===== config.mk =====
export PLATFORM = sky130hd
export DESIGN_NAME = adc_spi_capture
export DESIGN_NICKNAME = d
export VERILOG_FILES = /design/src/rtl/adc_spi_capture.sv
export SDC_FILE = /design/constraint.sdc
export NUM_CORES = 1
export LEC_CHECK = 0
export BUFFER_PORTS_ARGS = -buffer_cell sky130_fd_sc_hd__buf_2
export CAP_MARGIN = 20
export CORE_UTILIZATION = 40
export DETAILED_ROUTE_END_ITERATION = 12
export PLACE_DENSITY = 0.65
export SETUP_SLACK_MARGIN = 0.05
export SLEW_MARGIN = 10
export SYNTH_ARGS = -nofsm -noshare
export SYNTH_HDL_FRONTEND = slang
export SYNTH_SLANG_ARGS = --single-unit

===== constraint.sdc =====
create_clock -name clk -period 3.1 [get_ports clk]
set_clock_uncertainty 0.15 [all_clocks]
set_input_delay 0.155 -clock clk [delete_from_list [all_inputs] [get_ports clk]]
set_output_delay 0.155 -clock clk [all_outputs]
set_load 0.03 [all_outputs]

===== src/rtl/adc_spi_capture.sv =====
`timescale 1ns/1ps
// Stereo capture from an MCP3202-class SPI ADC; one pair per sample tick, 74*CLK_DIV+2 clks per pair.
// No backpressure: sample_valid is a 1-clk pulse; ticks arriving while busy are dropped and flag overrun.
module adc_spi_capture #(
  parameter int CLK_DIV    = 8,
  parameter int SAMPLE_DIV = 612
) (
  input  logic        clk,
  input  logic        reset_n,
  input  logic        enable,
  output logic        adc_clk,
  output logic        adc_cs,
  output logic        adc_mosi,
  input  logic        adc_miso,
  output logic [15:0] sample_left,
  output logic [15:0] sample_right,
  output logic        sample_valid,
  output logic        overrun
);

  localparam int CW = $clog2(2 * CLK_DIV);
  localparam int TW = $clog2(SAMPLE_DIV);
  localparam logic [CW-1:0] HALF_END   = CW'(CLK_DIV - 1);
  localparam logic [CW-1:0] HI_START   = CW'(CLK_DIV);
  localparam logic [CW-1:0] CAP_CNT    = CW'(CLK_DIV + 1);
  localparam logic [CW-1:0] PER_END    = CW'(2 * CLK_DIV - 1);
  localparam logic [TW-1:0] TICK_END   = TW'(SAMPLE_DIV - 1);
  localparam logic [4:0]    LAST_BIT   = 5'd16;
  localparam logic [4:0]    FIRST_DATA = 5'd5;

  typedef enum logic [2:0] {
    S_IDLE,
    S_CS_SETUP,
    S_SHIFT,
    S_CS_HOLD,
    S_NEXT,
    S_DONE
  } state_t;

  logic [1:0]    r_rst_sync;
  logic          w_rst_n;
  logic [TW-1:0] r_tick_cnt;
  logic          w_tick;
  logic [1:0]    r_miso_sync;

  state_t        r_state, w_state_nx;
  logic [CW-1:0] r_cnt, w_cnt_nx;
  logic [4:0]    r_bit, w_bit_nx;
  logic          r_ch, w_ch_nx;

  logic          w_cs_nx, w_sclk_nx, w_mosi_nx;
  logic          w_capture, w_hold_ch0, w_publish;
  logic          r_adc_cs, r_adc_clk, r_adc_mosi;
  logic [11:0]   r_shift, r_data0;
  logic [15:0]   r_left, r_right;
  logic          r_valid, r_overrun;

  function automatic logic cmd_bit(input logic [4:0] bit_idx, input logic ch);
    case (bit_idx)
      5'd0, 5'd1, 5'd3: cmd_bit = 1'b1;
      5'd2:             cmd_bit = ch;
      default:          cmd_bit = 1'b0;
    endcase
  endfunction

  function automatic logic [15:0] to_pcm(input logic [11:0] d);
    to_pcm = {~d[11], d[10:0], 4'b0000};
  endfunction

  always_ff @(posedge clk or negedge reset_n) begin
    if (!reset_n) r_rst_sync <= 2'b00;
    else          r_rst_sync <= {r_rst_sync[0], 1'b1};
  end
  assign w_rst_n = r_rst_sync[1];

  assign w_tick = (r_tick_cnt == TICK_END);

  always_ff @(posedge clk or negedge w_rst_n) begin
    if (!w_rst_n)    r_tick_cnt <= '0;
    else if (w_tick) r_tick_cnt <= '0;
    else             r_tick_cnt <= r_tick_cnt + TW'(1);
  end

  always_ff @(posedge clk or negedge w_rst_n) begin
    if (!w_rst_n) r_miso_sync <= 2'b00;
    else          r_miso_sync <= {r_miso_sync[0], adc_miso};
  end

  always_comb begin
    w_state_nx = r_state;
    w_cnt_nx   = r_cnt;
    w_bit_nx   = r_bit;
    w_ch_nx    = r_ch;
    case (r_state)
      S_IDLE: begin
        if (w_tick && enable) begin
          w_state_nx = S_CS_SETUP;
          w_cnt_nx   = '0;
          w_ch_nx    = 1'b0;
        end
      end
      S_CS_SETUP: begin
        if (r_cnt == HALF_END) begin
          w_state_nx = S_SHIFT;
          w_cnt_nx   = '0;
          w_bit_nx   = '0;
        end else begin
          w_cnt_nx = r_cnt + CW'(1);
        end
      end
      S_SHIFT: begin
        if (r_cnt == PER_END) begin
          w_cnt_nx = '0;
          if (r_bit == LAST_BIT) w_state_nx = S_CS_HOLD;
          else                   w_bit_nx   = r_bit + 5'd1;
        end else begin
          w_cnt_nx = r_cnt + CW'(1);
        end
      end
      S_CS_HOLD: begin
        if (r_cnt == PER_END) begin
          w_cnt_nx   = '0;
          w_state_nx = r_ch ? S_DONE : S_NEXT;
        end else begin
          w_cnt_nx = r_cnt + CW'(1);
        end
      end
      S_NEXT: begin
        w_ch_nx    = 1'b1;
        w_cnt_nx   = '0;
        w_state_nx = S_CS_SETUP;
      end
      S_DONE:  w_state_nx = S_IDLE;
      default: w_state_nx = S_IDLE;
    endcase

    // Pin levels are decoded from the next state and registered so the SPI pins never glitch.
    w_cs_nx   = !((w_state_nx == S_CS_SETUP) || (w_state_nx == S_SHIFT));
    w_sclk_nx = (w_state_nx == S_SHIFT) && (w_cnt_nx >= HI_START);
    w_mosi_nx = (w_state_nx == S_CS_SETUP) ||
                ((w_state_nx == S_SHIFT) && cmd_bit(w_bit_nx, w_ch_nx));

    w_capture  = (r_state == S_SHIFT) && (r_cnt == CAP_CNT) && (r_bit >= FIRST_DATA);
    w_hold_ch0 = (r_state == S_CS_HOLD) && (r_cnt == PER_END) && !r_ch;
    w_publish  = (r_state == S_CS_HOLD) && (r_cnt == PER_END) && r_ch;
  end

  always_ff @(posedge clk or negedge w_rst_n) begin
    if (!w_rst_n) begin
      r_state    <= S_IDLE;
      r_cnt      <= '0;
      r_bit      <= '0;
      r_ch       <= 1'b0;
      r_adc_cs   <= 1'b1;
      r_adc_clk  <= 1'b0;
      r_adc_mosi <= 1'b0;
    end else begin
      r_state    <= w_state_nx;
      r_cnt      <= w_cnt_nx;
      r_bit      <= w_bit_nx;
      r_ch       <= w_ch_nx;
      r_adc_cs   <= w_cs_nx;
      r_adc_clk  <= w_sclk_nx;
      r_adc_mosi <= w_mosi_nx;
    end
  end

  // Channel 0 is parked in r_data0 so both outputs change together at publish time.
  always_ff @(posedge clk or negedge w_rst_n) begin
    if (!w_rst_n) begin
      r_shift   <= '0;
      r_data0   <= '0;
      r_left    <= '0;
      r_right   <= '0;
      r_valid   <= 1'b0;
      r_overrun <= 1'b0;
    end else begin
      if (w_capture)  r_shift <= {r_shift[10:0], r_miso_sync[1]};
      if (w_hold_ch0) r_data0 <= r_shift;
      if (w_publish) begin
        r_left  <= to_pcm(r_data0);
        r_right <= to_pcm(r_shift);
      end
      r_valid   <= w_publish;
      r_overrun <= w_tick && (r_state != S_IDLE);
    end
  end

  assign adc_cs       = r_adc_cs;
  assign adc_clk      = r_adc_clk;
  assign adc_mosi     = r_adc_mosi;
  assign sample_left  = r_left;
  assign sample_right = r_right;
  assign sample_valid = r_valid;
  assign overrun      = r_overrun;

endmodule

==> results of run 1 <==
-- power by group through the flow --
stage	registers [uW]	clock network, uW	logic [uW]
2_1_floorplan	1080	0	20.5
3_3_place_gp	1090	0	15.0
3_5_place_dp	1090	0	15.0
4_1_cts	1070	715	17.8
5_1_grt	1050	757	39.9
6_report	1050	681	34.9
-- layer usage --
layer | track usage [%] | vias to the layer above | wire (um)
li1 | - | 1038 | -
met1 | 20.2 | 1100 | 2840
met2 | 22.5 | 48 | 2970
met3 | 4.07 | 9 | 232
met4 | 6.72 | 0 | 106
met5 | 0 | - | 0
-- state kept, by name, summed over array words and instances, names as in the netlist, 3 cells and up, named ones only --
register,cells
r_bit,5
r_cnt,3
r_data0,12
r_shift,12
r_state,3
r_tick_cnt,10
sample_left,12
sample_right,12
-- synthesized netlist by cell type, drive strengths merged, types with 2 or more instances --
cell type,instances,share of area (%)
a2111oi,2,1.0
nand2,11,1.3
o211a,2,0.57
nand4,3,0.54
a21oi,7,1.0
conb,2,0.21
nor4b,2,0.50
ha,6,2.1
nor2b,2,0.36
nand4b,2,0.50
buf,14,2.7
xnor2,7,1.8
nor3b,2,0.57
nor3,7,1.1
a221o,2,0.57
xor2,2,0.50
clkbuf,3,0.36
and3,4,0.75
nand3,10,1.4
dfrtp,79,57
a21o,2,0.47
mux2,46,15
inv,10,1.1
a211o,3,0.79
nor4,4,0.72
o21ai,11,1.6
nor2,12,1.3
-- worst max path at each step --
| stage | start | end | slack, ns | depth (start not counted) |
|---|---|---|---|---|
| floorplan | r_rst_sync[1] | asynchronous set/reset pin | 0.56 | 0 |
| global placement | flip-flop | sample_left[10] | 0.77 | 5 |
| detailed placement | flip-flop | sample_right[7] | 0.73 | 5 |
| CTS | flip-flop | sample_right[13] | 0.72 | 5 |
| global route | flip-flop | sample_left[13] | 0.52 | 5 |
| finish | flip-flop | sample_right[13] | 0.74 | 5 |
-- kinds of logic (layout without fill, tap and decap cells) --
kind of cell	after synthesis	after routing
compound gates	37	37
xor+xnor	9	9
fa+ha+maj	6	6
buf+inv	27	64
flops	80	80
mux	46	46
other cells	2	9
simple gates	67	67
-- critical path, cell delays in order (launching register included) --
cell and delay, ns:
dfrtp_1 0.41, ha_1 0.26, nand3_1 0.30, nor3_2 0.30, nand2_2 0.41, mux2_2 0.42
-- metrics by stage --
| stage | worst slack [ns] | area [um2] | instances | hold WS, ns | power [uW] |
|---|---|---|---|---|---|
| 6_report | 0.741 | 3960 | 423 | 0.0872 | 1770 |
| 3_3_place_gp | 0.774 | 3730 | 403 | -0.209 | 1100 |
| 5_1_grt | 0.519 | 3960 | 423 | 0.113 | 1850 |
| 3_5_place_dp | 0.730 | 3730 | 403 | -0.210 | 1100 |
| 2_1_floorplan | 0.559 | 3520 | 281 | -0.291 | 1100 |
| 4_1_cts | 0.716 | 3940 | 422 | 0.0673 | 1800 |
-- layout make-up --
| cell class | count | area [um2] |
|---|---|---|
| clock buffers | 10 | 128 |
| clock inverters | 6 | 45.0 |
| fillers | 796 | 4380 |
| inverters | 10 | 37.5 |
| multi-input cells | 174 | 1380 |
| flip-flops and latches | 80 | 2010 |
| well taps | 105 | 131 |
| repair buffers | 38 | 233 |
==> summary.md, run 1 <==
| Metric | Value |
|---|---|
| Status | completed |
| Fin nets | 323 |
| Vias in the first global route | 2,096 |
| Worst vdd ir | 0.209 mV |
| Initial antenna violation count | 0 |
| CTS Root Cell | clkbuf_8 |
| GRT Util Overall | 15.0% |
| RR Endpoint | sample_right[13] |
| Worst skew pair latency | 0.35 ns |
| Detailed placer's ending HPWL | 4.03 mm |
| Main synth FF type | dfrtp_1 |
| Die Y | 95.5 um |
| R2r setup slk | 0.74 ns |
| Post-synthesis sequential area ratio | 57.3% |
| Fmax | 424 MHz |
| Io pins | 41 |
| Wire per inst | 14.5 um |
| Crit-path max FO | 27 |
| Final Util | 47.5% |
| RSZ-0062 raised after global routing | false |
| Synth Area in Compound Gates | 8.01% |
| Slew Viols, Final | 0 |
| Post-Synth Adder-Cell Area | 2.15% |
| First-pass detailed-route iteration total | 4 |
| CTS tree | yes |
| Largest net degree at the start of global routing | 79 |
| DRC | 0 |
| Share of synthesized registers carrying an async set or reset | 100% |
| Simple-Gate Fraction of Synth Area | 11.1% |
| Final hold viol count | 0 |
| Post-CTS Hold Fix Bufs | 3 |
| Mapped cell area | 3500 um2 |
| Initial Utilization | 41.9% |
| Pwr/cell area | 446 nW/um2 |
| Post-synth cell types | 53 |
| Warnings, synthesis | 0 |
| Synth Instances | 274 |
| Post-cts repair resize count | 0 |
| Slew margin rel. | 57.8% |
| # clock sinks | 80 |
| Total CTS buffers | 9 |
| Maximum clock path buffer count | 2 |
| Logic pwr share | 2.0% |
| Largest family of logic cells by synthesized area | multiplexers |
| Commonest cells after routing, fill and taps aside | 78 x dfrtp_1, 46 x mux2_2, 32 x buf_2, 12 x nor2_1, 11 x o21ai_0 |
| FF+latch count, synth | 80 |
| Internal Pwr Total | 1350 uW |
| Post-synthesis xor/xnor area fraction | 2.25% |
| Buffers added on ports | 32 |
| Crit start category | flip-flop |
| Min-Delay Path Class | reg2async |
| Reg power frac | 59.5% |
| Global placer's final weighted congestion | 0.825 |
| Post-synthesis mux area share | 14.8% |
| Max Cap Viol | 0 |
| Clk pwr share | 38.5% |
| Lkg Pwr | 0.00201 uW |
| Worst EP required | 3.18 ns |
| Final ANT Viol Nets | 0 |
| Fraction of layout instances using a drive strength above 1 | 34.9% |
| H-tree depth reported by CTS | 3 |
| Syn-to-layout area delta | 13.3% |
| Final period util | 76.1% |
| Die area | 9120 um2 |
| Worst slew pin tran | 0.631 ns |
| Final setup viols | 0 |
| Sw Ratio | 23.8% |
| Syn Area/Cell | 12.8 um2 |
| Crit path capture type | flip-flop |
| FP Rows | 33 |
| Die X | 95.5 um |
| DRT Wirelength | 6.15 mm |
| Reg clk slew, reported paths | 0.08 ns |
| DRT iter0 DRCs | 84 |
| Sw Pwr | 422 uW |
| Post-synth EDFFs | 0 |
| Global-route wire length before repair | 10.2 mm |
| Drt via density | 5.19 |
| Setup Total Neg Slack | 0 ns |
| Post-CTS setup buffer count | 0 |
| Reg2Reg Depth | 5 |
| Core area | 8340 um2 |
| Crit path arrival time | 2.44 ns |
| Commonest non-fill, non-tap cell in the layout | dfrtp_1 |
| Final min period | 2.36 ns |
| ANT cells | 0 |
| Grt ovf | 0 |
| DR vias | 2,195 |
| Setup CP Type | reg2reg |
(Power assumes the default switching activity.)
==> run 2: changes to the inputs <==
ABC_AREA = 1   (was default)
PLACE_DENSITY = 0.67   (was 0.65)
clock period = 2 ns   (was 3.1 ns; I/O delays follow)
==> summary.md, run 2 <==
| Metric | Value |
|---|---|
| Post-synthesis sequential area ratio | 55.9% (-1.4 points) |
| Min-Delay Path Class | reg2async |
| Core area | 8680 um2 (+4.1%) |
| Setup CP Type | reg2reg |
| Io pins | 41 (unchanged) |
| RSZ-0062 raised after global routing | true |
| Commonest cells after routing, fill and taps aside | 113 x nand2_1, 77 x dfrtp_1, 36 x inv_1, 32 x buf_2, 29 x nor2_1 |
| Commonest cells in the netlist | 113 x nand2_1, 79 x dfrtp_1, 36 x inv_1, 29 x nor2_1, 24 x o21ai_0 |
| Largest net degree at the start of global routing | 43 (-46%) |
| # clock sinks | 80 (unchanged) |
| DRC | 0 (unchanged) |
| Worst-path cell chain | ha_2 > nand2_1 > nor2_2 > buf_4 > nand3_1 > nand2_1 > nor2_2 > nand3_2 > nor2_1 > nand3_1 > nand2_1 |
| Crit-path max FO | 6 (-78%) |
| Main synth FF type | dfrtp_1 |
| Ranking of synthesized cells by area | dfrtp_1 55%, nand2_1 12%, inv_1 3.8%, o21ai_0 3.4%, nand3_1 3.1% |
| Warnings, synthesis | 0 (unchanged) |
| Status | completed |
| Worst skew pair latency | 0.36 ns (about the same) |
| Top-count cell post-synth | nand2_1 |
| Slew Viols, Final | 0 (unchanged) |
| Reg clk slew, reported paths | 0.08 ns (about the same) |
| Cell type with the largest total area after synthesis | dfrtp_1 |
| First-pass detailed-route iteration total | 5 (+1) |
| Detailed placer's ending HPWL | 4.70 mm (+17%) |
| H-tree depth reported by CTS | 3 (unchanged) |
| Worst EP required | 2.15 ns (-1.03 ns) |
| Wire per inst | 12.8 um (-12%) |
| Share of synthesized registers carrying an async set or reset | 100% (unchanged) |
| Total CTS buffers | 9 (unchanged) |
| Lkg Pwr | 0.00217 uW (+7.7%) |
| Syn-to-layout area delta | 16.6% |
| Final setup viols | 0 (unchanged) |
| Final period util | 92.2% (+16 points) |
| Synth Instances | 398 (+45%) |
| Slew margin rel. | 56.6% (-1.2 points) |
| Buffers added on ports | 32 (unchanged) |
| Max Cap Viol | 0 (unchanged) |
| Commonest non-fill, non-tap cell in the layout | nand2_1 |
| GRT Util Overall | 15.8% (+0.85 points) |
| DRT Wirelength | 7.13 mm (+16%) |
| Grt ovf | 0 (unchanged) |
| ANT cells | 0 (unchanged) |
| Die area | 9340 um2 (+2.5%) |
| Die Y | 96.7 um (+1.2%) |
| Worst slew pin tran | 0.649 ns (+0.0174 ns) |
| CTS tree | yes |
| Slowest cell on the critical path | dfrtp_2 |
| Fraction of layout instances using a drive strength above 1 | 20.1% (-15 points) |
| Maximum clock path buffer count | 2 (unchanged) |
| Crit path arrival time | 1.99 ns (-0.45 ns) |
| Final WS setup | 0.156 ns (-0.585 ns) |
| Vias in the first global route | 2,538 (+21%) |
| Mapped cell area | 3580 um2 (+2.5%) |
| Most used cell, CP | nand2_1 |
| Fin nets | 453 (+40%) |
| Post-synth EDFFs | 0 (unchanged) |
| Drt via density | 4.81 (-7.3%) |
| Reg2Reg Depth | 11 (+6) |
| Worst vdd ir | 0.331 mV (+58%) |
| DR vias | 2,670 (+22%) |
| Initial antenna violation count | 0 (unchanged) |
| FF+latch count, synth | 80 (unchanged) |
| Dpl ws | 0.132 ns (-0.599 ns) |
| Die X | 96.7 um (+1.2%) |
| Syn Area/Cell | 9.01 um2 (-29%) |
| Crit start category | flip-flop |
| Final hold viol count | 0 (unchanged) |
| Setup Total Neg Slack | 0 ns (unchanged) |
| Crit path capture type | flip-flop |
| Final min period | 1.84 ns (-0.515 ns) |
| DRT iter0 DRCs | 208 (+150%) |
| Initial Utilization | 41.3% (-0.62 points) |
| Global-route wire length before repair | 11.9 mm (+16%) |
| Fmax | 542 MHz (+28%) |
| Max incr delay on CP | 0.45 ns (+0.03 ns) |
| Final ANT Viol Nets | 0 (unchanged) |
| Post-synth cell types | 32 (-40%) |
| Post-synth top area share | 55.1% (-1.4 points) |
| Pwr/cell area | 747 nW/um2 (+67%) |
| Global placer's final weighted congestion | 0.858 (+4.0%) |
| FP Rows | 34 (+3.0%) |
| CTS Root Cell | clkbuf_8 |
## run 2: power by group
part	switching (uW)	total (uW)	internal, uW
Sequential	7.17	1630	1620
Clock	603	1430	830
Combinational	45.9	58.3	12.4
## run 2: worst paths after layout
| kind | start | end | slack (ns) |
|---|---|---|---|
| hold / removal | r_rst_sync[1] | sample_right[15] | 0.04 |
| setup reg to reg | flip-flop | adc_mosi | 0.16 |
| min in group clk | r_miso_sync[0] | r_miso_sync[1] | 0.20 |
| setup / recovery | flip-flop | adc_mosi | 0.16 |
| max in group asynchronous | r_rst_sync[1] | adc_cs | 1.06 |
| hold reg to reg | r_rst_sync[1] | sample_right[15] | 0.04 |
## run 2: logic make-up (layout without fill, tap and decap cells)
kind of cell / Yosys count / count (layout) / synth area share, %
DFF: 80 / 80 / 55.9
and+or+nand+nor: 190 / 192 / 24.0
other: 2 / 9 / 0.210
adders and majority gates: 6 / 6 / 2.09
buffers and inverters: 61 / 101 / 8.73
xor gates and xnor gates: 3 / 3 / 0.733
muxes: 1 / 1 / 0.314
AOI/OAI and AO/OA: 55 / 55 / 8.03
## run 2: area by class of cell
cell class,instances,area (um2)
clock buffer,9,124
clock inverter,6,115
fill,832,4500
inverter,41,155
multi-input combinational,266,1340
sequential,80,2010
tap,108,135
timing repair buffer,45,305
## run 2: per-layer routing
layer  up-vias  routed length [um]  track usage (%)
met3        20                 356             3.18
met2        84                3190             24.0
met4         0                 243             7.81
met1      1228                3330             21.7
met5         -                   0                0
li1       1338                   -                -
## run 2: metrics by stage
stage               cells  total power [uW]  utilization (%)  hold WS (ns)  area, um2
detailed placement    533              1720             44.4        -0.259       3850
global placement      533              1710             44.4        -0.263       3850
CTS                   552              3150             47.6        0.0513       4130
finish                555              3120             48.2        0.0381       4180
global route          555              3210             48.2        0.0726       4180
floorplan             405              1710                -        -0.346       3610
## run 2: critical path, delay by kind of cell, from the launching register on
family	cells	cell delay (ns)
adder cells (fa/ha/maj)	1	0.22
AND/OR/NAND/NOR	9	0.82
buffers and inverters	1	0.14
flip-flops	1	0.45
## run 2: what timing repair did
item | 4_1_cts | 5_1_grt
buffers inserted | 0 | 1
endpoints found under the setup margin | 0 | 18
hold buffers | 4 | 0
endpoints found under the hold margin | 6 | 0
resized for setup | 0 | 4
